<file path="src/rtl/adc_seq_ctrl_pkg.sv">
// Shared types, constants and helpers for the ADC channel-scan sequencer.
// Optional feature macro: ADC_SEQ_AVG_EN (4x per-channel averaging).
package adc_seq_pkg;

  typedef enum logic [2:0] {
    IDLE,
    SETTLE,
    START,
    WAIT_LO,
    WAIT_HI,
    STORE
  } state_t;

  localparam int ADC_DW = 10;
  localparam int AVG_N  = 4;
  localparam int MAX_CH = 8;

  // Index of the lowest set bit strictly above cur (cur = -1 searches from bit 0); -1 if none.
  function automatic int next_set_bit(input logic [MAX_CH-1:0] mask, input int cur);
    int idx;
    idx = -1;
    for (int i = MAX_CH - 1; i >= 0; i--) begin
      if (mask[i] && (i > cur)) idx = i;
    end
    return idx;
  endfunction

endpackage

</file>
<file path="src/rtl/adc_seq_ctrl_if.sv">
// Handshake bundle between the sequencer (master) and the SAR ADC macro (slave).
interface adc_seq_ctrl_if import adc_seq_pkg::*; #(
  parameter int NCH = 4
) ();

  logic                    en;
  logic                    start;
  logic                    eoc;
  logic [ADC_DW-1:0]       d;
  logic [$clog2(NCH)-1:0]  sel;

  modport master (output en, output start, output sel, input eoc, input d);
  modport slave  (input en, input start, input sel, output eoc, output d);

endinterface

</file>
<file path="src/rtl/adc_seq_ctrl_prio.sv">
// Combinational set-bit finder: lowest set bit, or the next set bit above a given index.
module adc_seq_prio import adc_seq_pkg::*; #(
  parameter int NCH = 4
) (
  input  logic [NCH-1:0]          i_mask,
  input  logic [$clog2(NCH)-1:0]  i_cur,
  input  logic                    i_from_start,
  output logic [$clog2(NCH)-1:0]  o_idx,
  output logic                    o_found
);

  localparam int SW = $clog2(NCH);

  int w_cur;
  int w_pos;

  // Search the mask from bit 0 or from just above the current channel.
  always_comb begin
    w_cur   = i_from_start ? -1 : int'(i_cur);
    w_pos   = next_set_bit(MAX_CH'(i_mask), w_cur);
    o_found = (w_pos >= 0);
    o_idx   = o_found ? SW'(w_pos) : '0;
  end

endmodule

</file>
<file path="src/rtl/adc_seq_ctrl.sv">
// Channel-scan sequencer for the 10-bit SAR ADC: settle mux, pulse START,
// wait for the EOC low->high cycle, publish the tagged result.
// Optional feature macro: ADC_SEQ_AVG_EN (4 conversions per channel, averaged).
module adc_seq_ctrl import adc_seq_pkg::*; #(
  parameter int NCH        = 4,
  parameter int SETTLE_CYC = 4,
  parameter int START_CYC  = 3,
  parameter int TMO_CYC    = 64
) (
  input  logic                    clk,
  input  logic                    rst,
  input  logic                    i_cfg_en,
  input  logic                    i_cfg_cont,
  input  logic [NCH-1:0]          i_cfg_mask,
  input  logic                    i_trig,
  adc_seq_ctrl_if.master          adc,
  output logic [ADC_DW-1:0]       o_res_data,
  output logic [$clog2(NCH)-1:0]  o_res_ch,
  output logic                    o_res_valid,
  output logic                    o_busy,
  output logic                    o_done,
  output logic                    o_tmo_err
);

  localparam int SW = $clog2(NCH);
  localparam int CW = 8;
  localparam int TW = $clog2(TMO_CYC + 1);

  state_t            r_state, w_state_next;
  logic [NCH-1:0]    r_scan;
  logic [SW-1:0]     r_sel;
  logic [CW-1:0]     r_cnt;
  logic [TW-1:0]     r_tmo;
  logic              r_adc_en;
  logic              r_tmo_err;
  logic [ADC_DW-1:0] r_res_data;
  logic [SW-1:0]     r_res_ch;

  logic [SW-1:0] w_lo_idx, w_nx_idx;
  logic          w_lo_found, w_nx_found;
  logic          w_conv_phase;
  logic          w_accept, w_advance, w_reload, w_finish;
  logic          w_capture, w_again, w_tmo_hit, w_abort;

  adc_seq_prio #(.NCH(NCH)) u_prio_lo (
    .i_mask       (i_cfg_mask),
    .i_cur        (r_sel),
    .i_from_start (1'b1),
    .o_idx        (w_lo_idx),
    .o_found      (w_lo_found)
  );

  adc_seq_prio #(.NCH(NCH)) u_prio_nx (
    .i_mask       (r_scan),
    .i_cur        (r_sel),
    .i_from_start (1'b0),
    .o_idx        (w_nx_idx),
    .o_found      (w_nx_found)
  );

  assign w_conv_phase = (r_state inside {START, WAIT_LO, WAIT_HI});

`ifdef ADC_SEQ_AVG_EN
  localparam int AW = $clog2(AVG_N);
  logic [11:0]   r_sum;
  logic [AW-1:0] r_avg;
  logic [11:0]   w_sum_next;

  assign w_sum_next = r_sum + 12'(adc.d);

  // Accumulate back-to-back samples of one channel; cleared whenever no conversion is running.
  always_ff @(posedge clk) begin
    if (rst) begin
      r_sum <= '0;
      r_avg <= '0;
    end else if (w_again) begin
      r_sum <= w_sum_next;
      r_avg <= r_avg + 1'b1;
    end else if (r_state inside {IDLE, SETTLE, STORE}) begin
      r_sum <= '0;
      r_avg <= '0;
    end
  end
`endif

  // Next-state and control decode; disable beats timeout, timeout beats normal flow.
  always_comb begin
    w_state_next = r_state;
    w_accept     = 1'b0;
    w_advance    = 1'b0;
    w_reload     = 1'b0;
    w_finish     = 1'b0;
    w_capture    = 1'b0;
    w_again      = 1'b0;
    w_tmo_hit    = 1'b0;
    w_abort      = 1'b0;
    if ((r_state != IDLE) && !i_cfg_en) begin
      w_abort      = 1'b1;
      w_state_next = IDLE;
    end else if (w_conv_phase && (r_tmo == TW'(TMO_CYC - 1))) begin
      w_tmo_hit    = 1'b1;
      w_state_next = IDLE;
    end else begin
      case (r_state)
        IDLE: begin
          if (i_trig && i_cfg_en && w_lo_found) begin
            w_accept     = 1'b1;
            w_state_next = SETTLE;
          end
        end
        SETTLE: if (r_cnt == CW'(SETTLE_CYC - 1)) w_state_next = START;
        START:  if (r_cnt == CW'(START_CYC - 1))  w_state_next = WAIT_LO;
        WAIT_LO: if (!adc.eoc) w_state_next = WAIT_HI;
        WAIT_HI: begin
          if (adc.eoc) begin
`ifdef ADC_SEQ_AVG_EN
            if (r_avg == AW'(AVG_N - 1)) begin
              w_capture    = 1'b1;
              w_state_next = STORE;
            end else begin
              w_again      = 1'b1;
              w_state_next = START;
            end
`else
            w_capture    = 1'b1;
            w_state_next = STORE;
`endif
          end
        end
        STORE: begin
          if (w_nx_found) begin
            w_advance    = 1'b1;
            w_state_next = SETTLE;
          end else if (i_cfg_cont && w_lo_found) begin
            w_reload     = 1'b1;
            w_state_next = SETTLE;
          end else begin
            w_finish     = 1'b1;
            w_state_next = IDLE;
          end
        end
        default: w_state_next = IDLE;
      endcase
    end
  end

  // State register.
  always_ff @(posedge clk) begin
    if (rst) r_state <= IDLE;
    else     r_state <= w_state_next;
  end

  // Settle/start phase counter restarts on every state change; timeout counter on each START entry.
  always_ff @(posedge clk) begin
    if (rst) begin
      r_cnt <= '0;
      r_tmo <= '0;
    end else begin
      if (w_state_next != r_state)                  r_cnt <= '0;
      else if (r_state inside {SETTLE, START})      r_cnt <= r_cnt + 1'b1;
      if ((w_state_next == START) && (r_state != START)) r_tmo <= '0;
      else if (w_conv_phase)                        r_tmo <= r_tmo + 1'b1;
    end
  end

  // Scan mask, mux select, error flag and published result.
  always_ff @(posedge clk) begin
    if (rst) begin
      r_adc_en   <= 1'b0;
      r_scan     <= '0;
      r_sel      <= '0;
      r_tmo_err  <= 1'b0;
      r_res_data <= '0;
      r_res_ch   <= '0;
    end else begin
      r_adc_en <= i_cfg_en;
      if (w_accept || w_reload) begin
        r_scan <= i_cfg_mask;
        r_sel  <= w_lo_idx;
      end else if (w_advance) begin
        r_scan <= r_scan & ~(NCH'(1) << r_sel);
        r_sel  <= w_nx_idx;
      end else if (w_finish || w_abort || w_tmo_hit) begin
        r_scan <= '0;
      end
      if (w_accept)       r_tmo_err <= 1'b0;
      else if (w_tmo_hit) r_tmo_err <= 1'b1;
      if (w_capture) begin
`ifdef ADC_SEQ_AVG_EN
        r_res_data <= w_sum_next[11:2];
`else
        r_res_data <= adc.d;
`endif
        r_res_ch   <= r_sel;
      end
    end
  end

  assign adc.en      = r_adc_en;
  assign adc.start   = (r_state == START);
  assign adc.sel     = r_sel;
  assign o_res_data  = r_res_data;
  assign o_res_ch    = r_res_ch;
  assign o_res_valid = (r_state == STORE);
  assign o_busy      = (r_state != IDLE);
  assign o_done      = w_finish;
  assign o_tmo_err   = r_tmo_err;

endmodule
</file>
<file path="src/flat_wrapper.sv">
// flat-port wrapper written by rule: the top's interface ports become plain ports
module adc_seq_ctrl_flat import adc_seq_pkg::*;
#(
  parameter int NCH        = 4,
  parameter int SETTLE_CYC = 4,
  parameter int START_CYC  = 3,
  parameter int TMO_CYC    = 64
)
  (clk, rst, i_cfg_en, i_cfg_cont, i_cfg_mask, i_trig, o_res_data, o_res_ch, o_res_valid, o_busy, o_done, o_tmo_err, adc_en, adc_start, adc_sel, adc_eoc, adc_d);
  adc_seq_ctrl_if #(.NCH(NCH)) adc_i ();
  input  logic clk;
  input  logic rst;
  input  logic i_cfg_en;
  input  logic i_cfg_cont;
  input  logic [NCH-1:0] i_cfg_mask;
  input  logic i_trig;
  output logic [ADC_DW-1:0] o_res_data;
  output logic [$clog2(NCH)-1:0] o_res_ch;
  output logic o_res_valid;
  output logic o_busy;
  output logic o_done;
  output logic o_tmo_err;
  output wire logic [$bits(adc_i.en)-1:0] adc_en;
  output wire logic [$bits(adc_i.start)-1:0] adc_start;
  output wire logic [$bits(adc_i.sel)-1:0] adc_sel;
  input wire logic [$bits(adc_i.eoc)-1:0] adc_eoc;
  input wire logic [$bits(adc_i.d)-1:0] adc_d;
  assign adc_en = adc_i.en;
  assign adc_start = adc_i.start;
  assign adc_sel = adc_i.sel;
  assign adc_i.eoc = adc_eoc;
  assign adc_i.d = adc_d;
  adc_seq_ctrl #(.NCH(NCH), .SETTLE_CYC(SETTLE_CYC), .START_CYC(START_CYC), .TMO_CYC(TMO_CYC)) u_core (.clk(clk), .rst(rst), .i_cfg_en(i_cfg_en), .i_cfg_cont(i_cfg_cont), .i_cfg_mask(i_cfg_mask), .i_trig(i_trig), .adc(adc_i), .o_res_data(o_res_data), .o_res_ch(o_res_ch), .o_res_valid(o_res_valid), .o_busy(o_busy), .o_done(o_done), .o_tmo_err(o_tmo_err));
endmodule
</file>
<file path="config.mk">
export PLATFORM = sky130hd
export DESIGN_NAME = adc_seq_ctrl_flat
export DESIGN_NICKNAME = d
export VERILOG_FILES = /design/src/rtl/adc_seq_ctrl_pkg.sv /design/src/rtl/adc_seq_ctrl_if.sv /design/src/rtl/adc_seq_ctrl_prio.sv /design/src/rtl/adc_seq_ctrl.sv /design/src/flat_wrapper.sv
export SDC_FILE = /design/constraint.sdc
export NUM_CORES = 1
export LEC_CHECK = 0
export CAP_MARGIN = 10
export CELL_PAD_IN_SITES_DETAIL_PLACEMENT = 1
export CELL_PAD_IN_SITES_GLOBAL_PLACEMENT = 1
export CORE_UTILIZATION = 40
export CTS_CLUSTER_SIZE = 25
export DETAILED_ROUTE_END_ITERATION = 10
export DONT_BUFFER_PORTS = 1
export PLACE_DENSITY = 0.74
export SLEW_MARGIN = 15
export SYNTH_ARGS = -nofsm -noshare
export SYNTH_HDL_FRONTEND = slang
export SYNTH_HIERARCHICAL = 1
export SYNTH_SLANG_ARGS = --single-unit
</file>
<file path="constraint.sdc">
create_clock -name clk -period 3.25 [get_ports clk]
set_input_delay 0.65 -clock clk [delete_from_list [all_inputs] [get_ports clk]]
set_output_delay 0.65 -clock clk [all_outputs]
set_load 0.005 [all_outputs]
</file>
* After elaboration in Yosys (flattened, before gate mapping)
Index checks and enable logic that the tools add are counted.
** Storage, ports and cells
- Flip-flop bits (word level) :: 38
- Input bits :: 20
- Logic and storage cells :: 104
- Output and inout port bits :: 20
** Cells by class
- Add/sub/neg operators :: 2
- Bitwise gates (word level) :: 2
- Reduce and logical (&&, ||, !) cells :: 23
- Eq/ne operators :: 11
- $lt $le $gt $ge :: 6
- Shift operators :: 1
- Mux-type cells :: 50
** Operator list (number)
- 32-bit two-way mux :: 8
- 32-bit by 1-bit >= comparator with 1-bit output (second input constant) :: 2
- 1-bit two-way mux :: 26
- 3-bit two-way mux :: 8
- 3-bit case mux with 6 select lines :: 1
- 8-bit by 2-bit equality test with 1-bit output (second input constant) :: 2
- 4-bit two-way mux :: 3
- 1-bit logical AND :: 10
- 3-bit by 2-bit equality test with 1-bit output (second input constant) :: 3
- 3-bit nonzero test :: 3
- 8-bit by 1-bit adder with 8-bit output (second input constant) :: 1
- 2-bit two-way mux :: 4
- 7-bit by 1-bit adder with 7-bit output (second input constant) :: 1
- 7-bit by 6-bit equality test with 1-bit output (second input constant) :: 1
- 3-bit equality test (second input constant) :: 2
- 2-bit OR reduction :: 3
- 4-bit AND :: 1
- 1-bit by 2-bit greater-than comparator with 1-bit output (first input constant) :: 2
- 2-bit greater-than comparator (first input constant) :: 2
- 4-bit inverter :: 1
- 2-bit nonzero test :: 2
- 1-bit by 2-bit left shift with 4-bit output (first input constant) :: 1
- 3-bit by 1-bit equality test with 1-bit output (second input constant) :: 1
- 3-bit logical NOT :: 1
- other kinds (4) :: 6

* Longest topological paths before layout
Gate-level depths: netlist (run 1).
- Depth in word-level cells :: 16
- Gate-level depth with buffers :: 8
- Depth with buffers taken out :: 8

* Cells and area by module
Netlist (run 1), hierarchy kept.
** By module, submodules not included
- adc_seq_ctrl :: instances 1, sequential area each 760.7 µm², cells an instance 235, area each 2120.8 µm²
- adc_seq_prio :: instances 2, sequential area each 0.0 µm², cells an instance 14, area each 90.1 µm²

* Least setup slack after synthesis (run 1)
Ideal clock, no wire load.
- Path type :: input-to-reg
- Start :: input port i_cfg_mask[1]
- End :: register u_core.r_tmo[0]
- Arrival time :: 2.295 ns
- Library setup time :: 0.132 ns
- Stages on the path :: 8
- Data required time :: 3.118 ns
- Path buffers :: 0
- Slack :: 0.823 ns
- Cells stage by stage :: o21ai_0 > o21a_1 > o21ai_0 > a21oi_1 > o22ai_1 > nor4_2 > nor4b_4 > nor3_1
** On the way
- Longest elaborated chain between the ends :: 12
- Elaborated cells between the ends (all ways) :: 14
- Those cells by class :: 1 x order compare; 1 x eq/ne; 8 x mux; 4 x reduce/logical
** Ends and longest elaborated chain
- from (decl) :: RTL line flat_wrapper.sv:15 : input logic [NCH-1:0] i_cfg_mask;
- 32-bit two-way mux * (2 in series) :: RTL line adc_seq_ctrl_pkg.sv:23 : if (mask[i] && (i > cur)) idx = i;
- 32-bit by 1-bit >= comparator with 1-bit output * :: RTL line adc_seq_ctrl_prio.sv:21 : o_found = (w_pos >= 0);
- net u_core.w_lo_found :: RTL line adc_seq_ctrl.sv:40 : logic w_lo_found, w_nx_found;
- 1-bit logical AND :: RTL line adc_seq_ctrl.sv:134 : end else if (i_cfg_cont && w_lo_found) begin
- 1-bit two-way mux :: RTL line adc_seq_ctrl.sv:134
- 3-bit two-way mux :: RTL line adc_seq_ctrl.sv:131 : if (w_nx_found) begin
- 3-bit case mux with 6 select lines * :: RTL line adc_seq_ctrl.sv:104 : case (r_state)
- 3-bit two-way mux * :: RTL line adc_seq_ctrl.sv:100 : end else if (w_conv_phase && (r_tmo == TW'(TMO_CYC - 1))) begin
- 3-bit two-way mux * :: RTL line adc_seq_ctrl.sv:97 : if ((r_state != IDLE) && !i_cfg_en) begin
- 3-bit by 2-bit equality test with 1-bit output * :: RTL line adc_seq_ctrl.sv:161 : if ((w_state_next == START) && (r_state != START)) r_tmo <= '0;
- 1-bit logical AND * :: RTL line adc_seq_ctrl.sv:161
- 2-bit OR reduction (no line) *
- to (signal assigned) :: RTL line adc_seq_ctrl.sv:162 : else if (w_conv_phase) r_tmo <= r_tmo + 1'b1;
- to (decl) :: RTL line adc_seq_ctrl.sv:33 : logic [TW-1:0] r_tmo;
The timed path passes the listed nets; every way through them passes the cells marked *.
A chain may end at the register's enable or synchronous reset.

* Final worst setup path (run 1)
- Start :: register u_core.r_state[0]
- End :: output port o_done
** On the way
- Longest elaborated chain between the ends :: 5
- Elaborated cells between the ends (all ways) :: 11
- Those cells by class :: 4 x eq/ne; 3 x mux; 4 x reduce/logical
** Ends and longest elaborated chain
- from (decl) :: RTL line adc_seq_ctrl.sv:29 : state_t r_state, w_state_next;
- from (signal assigned) :: RTL line adc_seq_ctrl.sv:150 : else r_state <= w_state_next;
- 3-bit by 2-bit equality test with 1-bit output / 3-bit equality test (equally long branches) :: RTL line adc_seq_ctrl.sv:61 : assign w_conv_phase = (r_state inside {START, WAIT_LO, WAIT_HI});
- 3-bit nonzero test :: RTL line adc_seq_ctrl.sv:61
- 1-bit logical AND :: RTL line adc_seq_ctrl.sv:100
- 1-bit two-way mux :: RTL line adc_seq_ctrl.sv:100
- 1-bit two-way mux * :: RTL line adc_seq_ctrl.sv:97
- to (decl) :: RTL line flat_wrapper.sv:21 : output logic o_done;
Every way passes the cells marked *; elsewhere a longest branch is shown, timed or not.

==> results.py, run 1 <==
metrics = {
    "routing": {
        "drtAntennaViolNets": 0,
        "detailroute.via_count": 1953,
        "drt_first_pass_iters": 4,
        "avgViaCountPerCell": 5.628,
        "drc": 0,
        "routed_wire_length_per_instance_um": 16.28,
        "starting_drt_drc_count": 72,
        "wirelength_mm": 5.648,
    },
    "critical_path": {
        "worst_ep_arrival_time_ps": 2160,
        "worst-endpoint-required_ps": 2600,
        "critPathKind": "reg -> out",
        "endpoint_type_of_the_worst_setup_path": "primary output",
        "ff2ff_setup_slack_ps": 540,
        "critical_path_peak_fanout": 18,
        "crit_path_launch_type": "flip-flop",
    },
    "floorplanning": {
        "floorplan.initialDensity": 0.4153,
        "fp.dieH_um": 77.85,
        "core_area_mm2": 0.005540,
        "die_w_um": 77.85,
        "io_pins": 40,
        "die_area_mm2": 0.006060,
        "fp-row-count": 27,
    },
    "yosys": {
        "yosysWarningCount": 6,
        "synth.distinct_cells": 49,
        "async_reset_ff_frac": 0,
        "postSynth.topFlopCell": "sky130_fd_sc_hd__dfxtp_1",
        "post_synth_instance_area_mm2": 0.002301,
        "postSynthRegisterBits": 38,
        "synth_area_leaders": "sky130_fd_sc_hd__dfxtp_1, sky130_fd_sc_hd__mux2i_1, sky130_fd_sc_hd__o211ai_1, sky130_fd_sc_hd__nor2_1, sky130_fd_sc_hd__a21oi_1",
        "synth.top_cell.area_share": 0.3306,
        "netlist_instances": 263,
        "synth-seq-area-share": 0.3306,
        "synth-edff-count": 0,
        "synth_largest_area_cell": "sky130_fd_sc_hd__dfxtp_1",
        "syn-mean-instance-area_um2": 8.749,
    },
    "timing": {
        "timing.final.setup_violations": 0,
        "max_clock_freq_mhz": 356.3,
        "rsz0062_at_grt": "no",
        "timing_worst_slew_pin_value_ps": 687.7,
        "timing_max_transition_violations_final": 0,
        "clock_skew_ps": 7.990,
        "final_number_of_hold_violating_endpoints": 0,
        "fin_ws_ps": 443.0,
        "final.min_clock_period_ps": 2807,
        "final_min_period_over_clock_period": 0.8637,
        "maxSlewHeadroom": 0.5382,
        "fin_tns_setup_ps": 0,
        "timing.hold.ws_ps": 413.9,
    },
    "run_status": {
        "run_status": "complete, no violations",
    },
    "finish": {
        "final_cell_mix": "sky130_fd_sc_hd__dfxtp_1, sky130_fd_sc_hd__nor2_1, sky130_fd_sc_hd__mux2i_1, sky130_fd_sc_hd__nand2_1, sky130_fd_sc_hd__o211ai_1",
        "final_cell_count_no_fill": 347,
        "utilization": 0.4566,
        "fin_area_mm2": 0.002530,
        "final_common_cell": "sky130_fd_sc_hd__dfxtp_1",
        "drive_gt1_frac": 0.1091,
        "synthToLayoutAreaGrowth_pct": 9.951,
        "finalNetCount": 297,
        "n_antenna_cell": 0,
    },
    "global_route": {
        "grt_pass1_wl_mm": 9.446,
        "antenna_found_initial": 0,
        "remaining_global_route_overflow": 0,
        "globalRouteTotalUtil": 0.1989,
        "grt_pass1_vias": 2030,
        "largest_net_degree_at_the_start_of_global_routing": 34,
    },
    "pwr": {
        "cellPowerDensity_mw_per_mm2": 401.4,
        "power_leakage_nw": 0.9323,
        "clkPwrFrac": 0.405,
        "internal_power_mw": 0.7482,
        "power_switching_mw": 0.2674,
        "irDropWorstVdd_mv": 0.2105,
        "power.sequential.fraction": 0.481,
        "swShare": 0.2633,
        "combinationalPowerShare": 0.114,
        "power_mw": 1.016,
    },
    "min_path": {
        "min_path_type": "in -> reg",
    },
    "clocking": {
        "clock_tree.htree_level_count": 2,
        "cts.root.buffer_cell": "sky130_fd_sc_hd__clkbuf_8",
        "cts_max_path_buffers": 2,
        "tritoncts_clock_tree": "done",
        "post_cts.resized_instances": 0,
        "clk_slew_on_worst_s_h_paths_ps": 80,
        "cts_buffers": 5,
        "post_cts_repair_setup_buffers": 0,
        "worstSkewPairLatency_ps": 290,
        "clock_net_sink_count": 38,
        "ctsHoldBuffers": 0,
    },
    "place": {
        "place_worst_setup_slack_ps": 450.1,
        "hpwl_reported_at_the_end_of_detailed_placement_mm": 4.023,
        "port_buffers": 0,
        "placed_cells": 339,
        "place_congestion": 0.7501,
        "detailed_place.area_mm2": 0.002416,
    },
    "job": {
        "timing.max_cap.violations": 0,
    },
}
power groups by stage:
stage | combinational (mW) | sequential [mW] | clock, mW
2_1_floorplan | 0.104 | 0.489 | 0
5_1_grt | 0.127 | 0.490 | 0.446
3_3_place_gp | 0.113 | 0.499 | 0
3_5_place_dp | 0.115 | 0.499 | 0
6_report | 0.116 | 0.488 | 0.411
4_1_cts | 0.116 | 0.488 | 0.428
cell usage after synthesis (2+ instances only):
library cell and n:
sky130_fd_sc_hd__xor2_1 8, sky130_fd_sc_hd__buf_2 2, sky130_fd_sc_hd__ha_1 3, sky130_fd_sc_hd__mux2i_1 24
sky130_fd_sc_hd__and3b_1 2, sky130_fd_sc_hd__a41o_1 2, sky130_fd_sc_hd__mux2_2 2, sky130_fd_sc_hd__nand3_1 7
sky130_fd_sc_hd__nand3b_1 2, sky130_fd_sc_hd__or3_1 3, sky130_fd_sc_hd__clkbuf_1 6, sky130_fd_sc_hd__xnor2_1 5
sky130_fd_sc_hd__o31ai_1 2, sky130_fd_sc_hd__o31a_1 2, sky130_fd_sc_hd__inv_1 8, sky130_fd_sc_hd__nand2b_1 5
sky130_fd_sc_hd__buf_6 3, sky130_fd_sc_hd__dfxtp_1 38, sky130_fd_sc_hd__nor4_1 2, sky130_fd_sc_hd__nand2_1 17
sky130_fd_sc_hd__nor3_1 14, sky130_fd_sc_hd__and2_1 3, sky130_fd_sc_hd__o21ai_0 11, sky130_fd_sc_hd__nor2_1 24
sky130_fd_sc_hd__a21oi_1 14, sky130_fd_sc_hd__or2_2 2, sky130_fd_sc_hd__nor4_2 4, sky130_fd_sc_hd__or2b_1 4
sky130_fd_sc_hd__conb_1 2, sky130_fd_sc_hd__nor3b_1 4, sky130_fd_sc_hd__o211ai_1 16, sky130_fd_sc_hd__o21a_1 2
sky130_fd_sc_hd__a31oi_1 4
worst max-delay path: stages (launching register included):
cell	delay, ps
sky130_fd_sc_hd__dfxtp_1	530
sky130_fd_sc_hd__or3b_4	540
sky130_fd_sc_hd__a2111oi_4	380
sky130_fd_sc_hd__or2_1	290
sky130_fd_sc_hd__nor2_1	120
cell type report:
type | count | area [µm²]
tap | 72 | 90.09
inverter | 8 | 30.03
fill | 686 | 3010
multi-input combinational | 214 | 1483
timing repair buffer | 7 | 52.55
sequential | 38 | 760.7
clock buffer | 5 | 68.82
clock inverter | 3 | 45.04
layer usage:
metal	track usage	up-vias	wire length [µm]
met5	0	-	0
li1	-	969	-
met1	0.2385	939	2627
met3	0.05059	11	230
met2	0.3372	34	2677
met4	0.07925	0	112
final timing paths:
path / startpoint / end / depth (start not counted)
worst min register to register: u_core/o_tmo_err / u_core/o_tmo_err / 2
worst min-delay path: rst / u_core/o_res_data[3] / 1
worst max register to register: u_core/adc.sel[0] / u_core/r_tmo[0] / 8
worst max-delay path: u_core/r_state[0] / o_done / 4
flip-flops by register name, indices dropped and copies added, names as in the netlist:
| name | count |
|---|---|
| u_core/adc.en | 1 |
| u_core/adc.sel | 2 |
| u_core/o_res_ch | 2 |
| u_core/o_res_data | 10 |
| u_core/o_tmo_err | 1 |
| u_core/r_cnt | 8 |
| u_core/r_scan | 4 |
| u_core/r_state | 3 |
| u_core/r_tmo | 7 |
cell families after synthesis:
group,share of synthesized area
adders and majority gates,0.01631
DFF,0.3306
buffers and inverters,0.04187
muxes,0.1142
AOI/OAI and AO/OA,0.1854
and+or+nand+nor,0.2588
xor gates and xnor gates,0.04948
other,0.003264
No activity file was read; power rests on OpenSTA's default activity.
==> inputs of run 2 (changes only) <==
- CTS_BUF_LIST: default -> sky130_fd_sc_hd__clkbuf_4
==> run 2 against run 1 <==
  * Clock skew is 7.9 ps higher
  * Die area unchanged
  * First-iteration DRC count fell by 39%
  * Utilization fell by 0.56 points
  * Total power shrank 7.4%
  * Register-to-register slack better by 40 ps
  * Sequential share of layout area up 0.38 points
  * Cell count did not move
  * Via count shrank 0.56%
  * Critical path type unchanged
==> results.py, run 2 (same netlist as run 1, synthesis figures left out) <==
metrics = {
    "routing": {
        "drt_first_pass_iters": 4,
        "starting_drt_drc_count": 44,
        "wl_met3_um": 219,
        "detailroute.via_count": 1942,
        "drc": 0,
        "avgViaCountPerCell": 5.597,
        "routedLengthMet1_mm": 2.615,
        "wirelength_mm": 5.557,
        "drtAntennaViolNets": 0,
        "dr.max_layer_used": "met4",
        "metal2_wl_mm": 2.646,
        "routed_wire_length_per_instance_um": 16.01,
    },
    "pwr": {
        "irDropWorstVdd_mv": 0.2004,
        "power.sequential.fraction": 0.519,
        "cellPowerDensity_mw_per_mm2": 376.5,
        "clkPwrFrac": 0.359,
        "swShare": 0.2753,
        "internal_power_mw": 0.6817,
        "power_switching_mw": 0.2589,
        "combinationalPowerShare": 0.122,
        "power_leakage_nw": 0.9194,
    },
    "floorplanning": {
        "fp-row-count": 27,
        "io_pins": 40,
        "fp.dieH_um": 77.85,
        "floorplan.initialDensity": 0.4153,
        "die_area_mm2": 0.006060,
        "core_area_mm2": 0.005540,
        "die_w_um": 77.85,
    },
    "finish": {
        "finalNetCount": 297,
        "final_cell_mix": "sky130_fd_sc_hd__dfxtp_1, sky130_fd_sc_hd__nor2_1, sky130_fd_sc_hd__mux2i_1, sky130_fd_sc_hd__nand2_1, sky130_fd_sc_hd__o211ai_1",
        "largest_register_ffs": 10,
        "n_antenna_cell": 0,
        "fin_area_mm2": 0.002499,
        "synthToLayoutAreaGrowth_pct": 8.592,
        "nFillCells": 689,
        "final_common_cell": "sky130_fd_sc_hd__dfxtp_1",
        "drive_gt1_frac": 0.1091,
    },
    "clocking": {
        "clock_net_sink_count": 38,
        "ctsHoldBuffers": 0,
        "clk_slew_on_worst_s_h_paths_ps": 130,
        "worstSkewPairLatency_ps": 350,
        "cts.root.buffer_cell": "sky130_fd_sc_hd__clkbuf_4",
        "clock_tree.htree_level_count": 2,
        "cts_buffers": 5,
        "tritoncts_clock_tree": "done",
        "post_cts_repair_setup_buffers": 0,
        "post_cts.resized_instances": 0,
        "cts_max_path_buffers": 2,
    },
    "global_route": {
        "grt_pass1_vias": 1995,
        "grt_pass1_wl_mm": 9.370,
        "globalRouteTotalUtil": 0.1984,
        "largest_net_degree_at_the_start_of_global_routing": 34,
        "antenna_found_initial": 0,
        "remaining_global_route_overflow": 0,
    },
    "timing": {
        "final_number_of_hold_violating_endpoints": 0,
        "timing_worst_slew_pin_value_ps": 685.6,
        "final.min_clock_period_ps": 2869,
        "maxSlewHeadroom": 0.5397,
        "clock_skew_ps": 15.91,
        "fin_tns_setup_ps": 0,
        "max_clock_freq_mhz": 348.5,
        "rsz0062_at_grt": "no",
        "timing_max_transition_violations_final": 0,
        "final_min_period_over_clock_period": 0.8828,
        "timing.final.setup_violations": 0,
    },
    "min_path": {
        "timing.hold.worst_endpoint": "u_core/o_tmo_err",
        "min_path_type": "in -> reg",
        "hold_path_startpoint": "rst",
        "min_path_cells": 1,
    },
    "critical_path": {
        "worst-endpoint-required_ps": 2600,
        "critical_path_peak_fanout": 18,
        "endpoint_type_of_the_worst_setup_path": "primary output",
        "crit_path_launch_type": "flip-flop",
        "critical-path-top-delay-family": "simple AND/OR/NAND/NOR gates",
        "critPathKind": "reg -> out",
        "critical_path.cell_chain": "or3b_4, a2111oi_4, or2_1, nor2_1",
        "r2r-start": "u_core/adc.sel[0]",
        "crit_slowest_cell": "sky130_fd_sc_hd__dfxtp_1",
        "reg2reg_depth": 8,
        "worstReg2RegEnd": "u_core/r_tmo[0]",
        "timing.critical_path.buf_inv": 0,
        "worst_ep_arrival_time_ps": 2220,
        "cp_slowest_stage_delay_ps": 550,
        "ff2ff_setup_slack_ps": 580,
    },
    "job": {
        "timing.max_cap.violations": 0,
    },
    "place": {
        "hpwl_reported_at_the_end_of_detailed_placement_mm": 4.023,
        "port_buffers": 0,
        "detailed_place.area_mm2": 0.002416,
        "place_congestion": 0.7501,
    },
    "run_status": {
        "run_status": "complete, no violations",
    },
}
## run 2: cell counts in the layout (fill, tap and decap cells not counted)
Identical to the previous run, type by type.
## run 2: how the worst max path moves through the flow
stage | depth (start not counted) | end | startpoint
6_report | 4 | o_done | u_core/r_state[0]
5_1_grt | 4 | o_done | u_core/r_state[0]
4_1_cts | 4 | o_done | u_core/r_state[0]
3_5_place_dp | 8 | u_core/r_tmo[5] | i_cfg_mask[1]
3_3_place_gp | 8 | u_core/r_tmo[5] | i_cfg_mask[1]
2_1_floorplan | 8 | u_core/r_tmo[0] | i_cfg_mask[1]
## run 2: power by group through the flow
stage / Sequential [mW] / Clock [mW] / Combinational [mW]
2_1_floorplan: 0.489 / 0 / 0.104
3_3_place_gp: 0.499 / 0 / 0.113
3_5_place_dp: 0.499 / 0 / 0.115
4_1_cts: 0.489 / 0.351 / 0.115
5_1_grt: 0.491 / 0.375 / 0.126
6_report: 0.488 / 0.338 / 0.115
## run 2: metrics by stage
stage | setup slack, ps | hold WS, ps | cells | total power, mW | util
6_report | 380.8 | 342.7 | 347 | 0.9407 | 0.4510
5_1_grt | 247.0 | 304.1 | 347 | 0.9916 | 0.4510
4_1_cts | 343.6 | 325.4 | 347 | 0.9547 | 0.4510
3_5_place_dp | 450.1 | 477.5 | 339 | 0.6136 | 0.4361
3_3_place_gp | 583.8 | 476.5 | 339 | 0.6116 | 0.4361
2_1_floorplan | 822.9 | 448.3 | 271 | 0.5939 | -
## run 2: routing by layer
| metal | global-route usage | vias up |
|---|---|---|
| li1 | - | 966 |
| met1 | 0.2428 | 942 |
| met2 | 0.3336 | 29 |
| met3 | 0.05059 | 5 |
| met4 | 0.07170 | 0 |
| met5 | 0 | - |
## run 2: cell type report
cell class	instances	area, µm²	area share
Tap cell	72	90.09	0.03605
Clock inverter	3	45.04	0.01803
Clock buffer	5	37.54	0.01502
Inverter	8	30.03	0.01202
Multi-Input combinational cell	214	1483	0.5934
Timing Repair Buffer	7	52.55	0.02103
Sequential cell	38	760.7	0.3045
## run 2: worst register-to-register path, stage by stage (launching register included)
cell,delay [ps]
sky130_fd_sc_hd__dfxtp_1,560
sky130_fd_sc_hd__or2b_1,200
sky130_fd_sc_hd__o21a_1,150
sky130_fd_sc_hd__o21ai_0,160
sky130_fd_sc_hd__a21oi_1,260
sky130_fd_sc_hd__o22ai_1,140
sky130_fd_sc_hd__nor4_2,490
sky130_fd_sc_hd__nor4b_4,480
sky130_fd_sc_hd__nor3_1,100
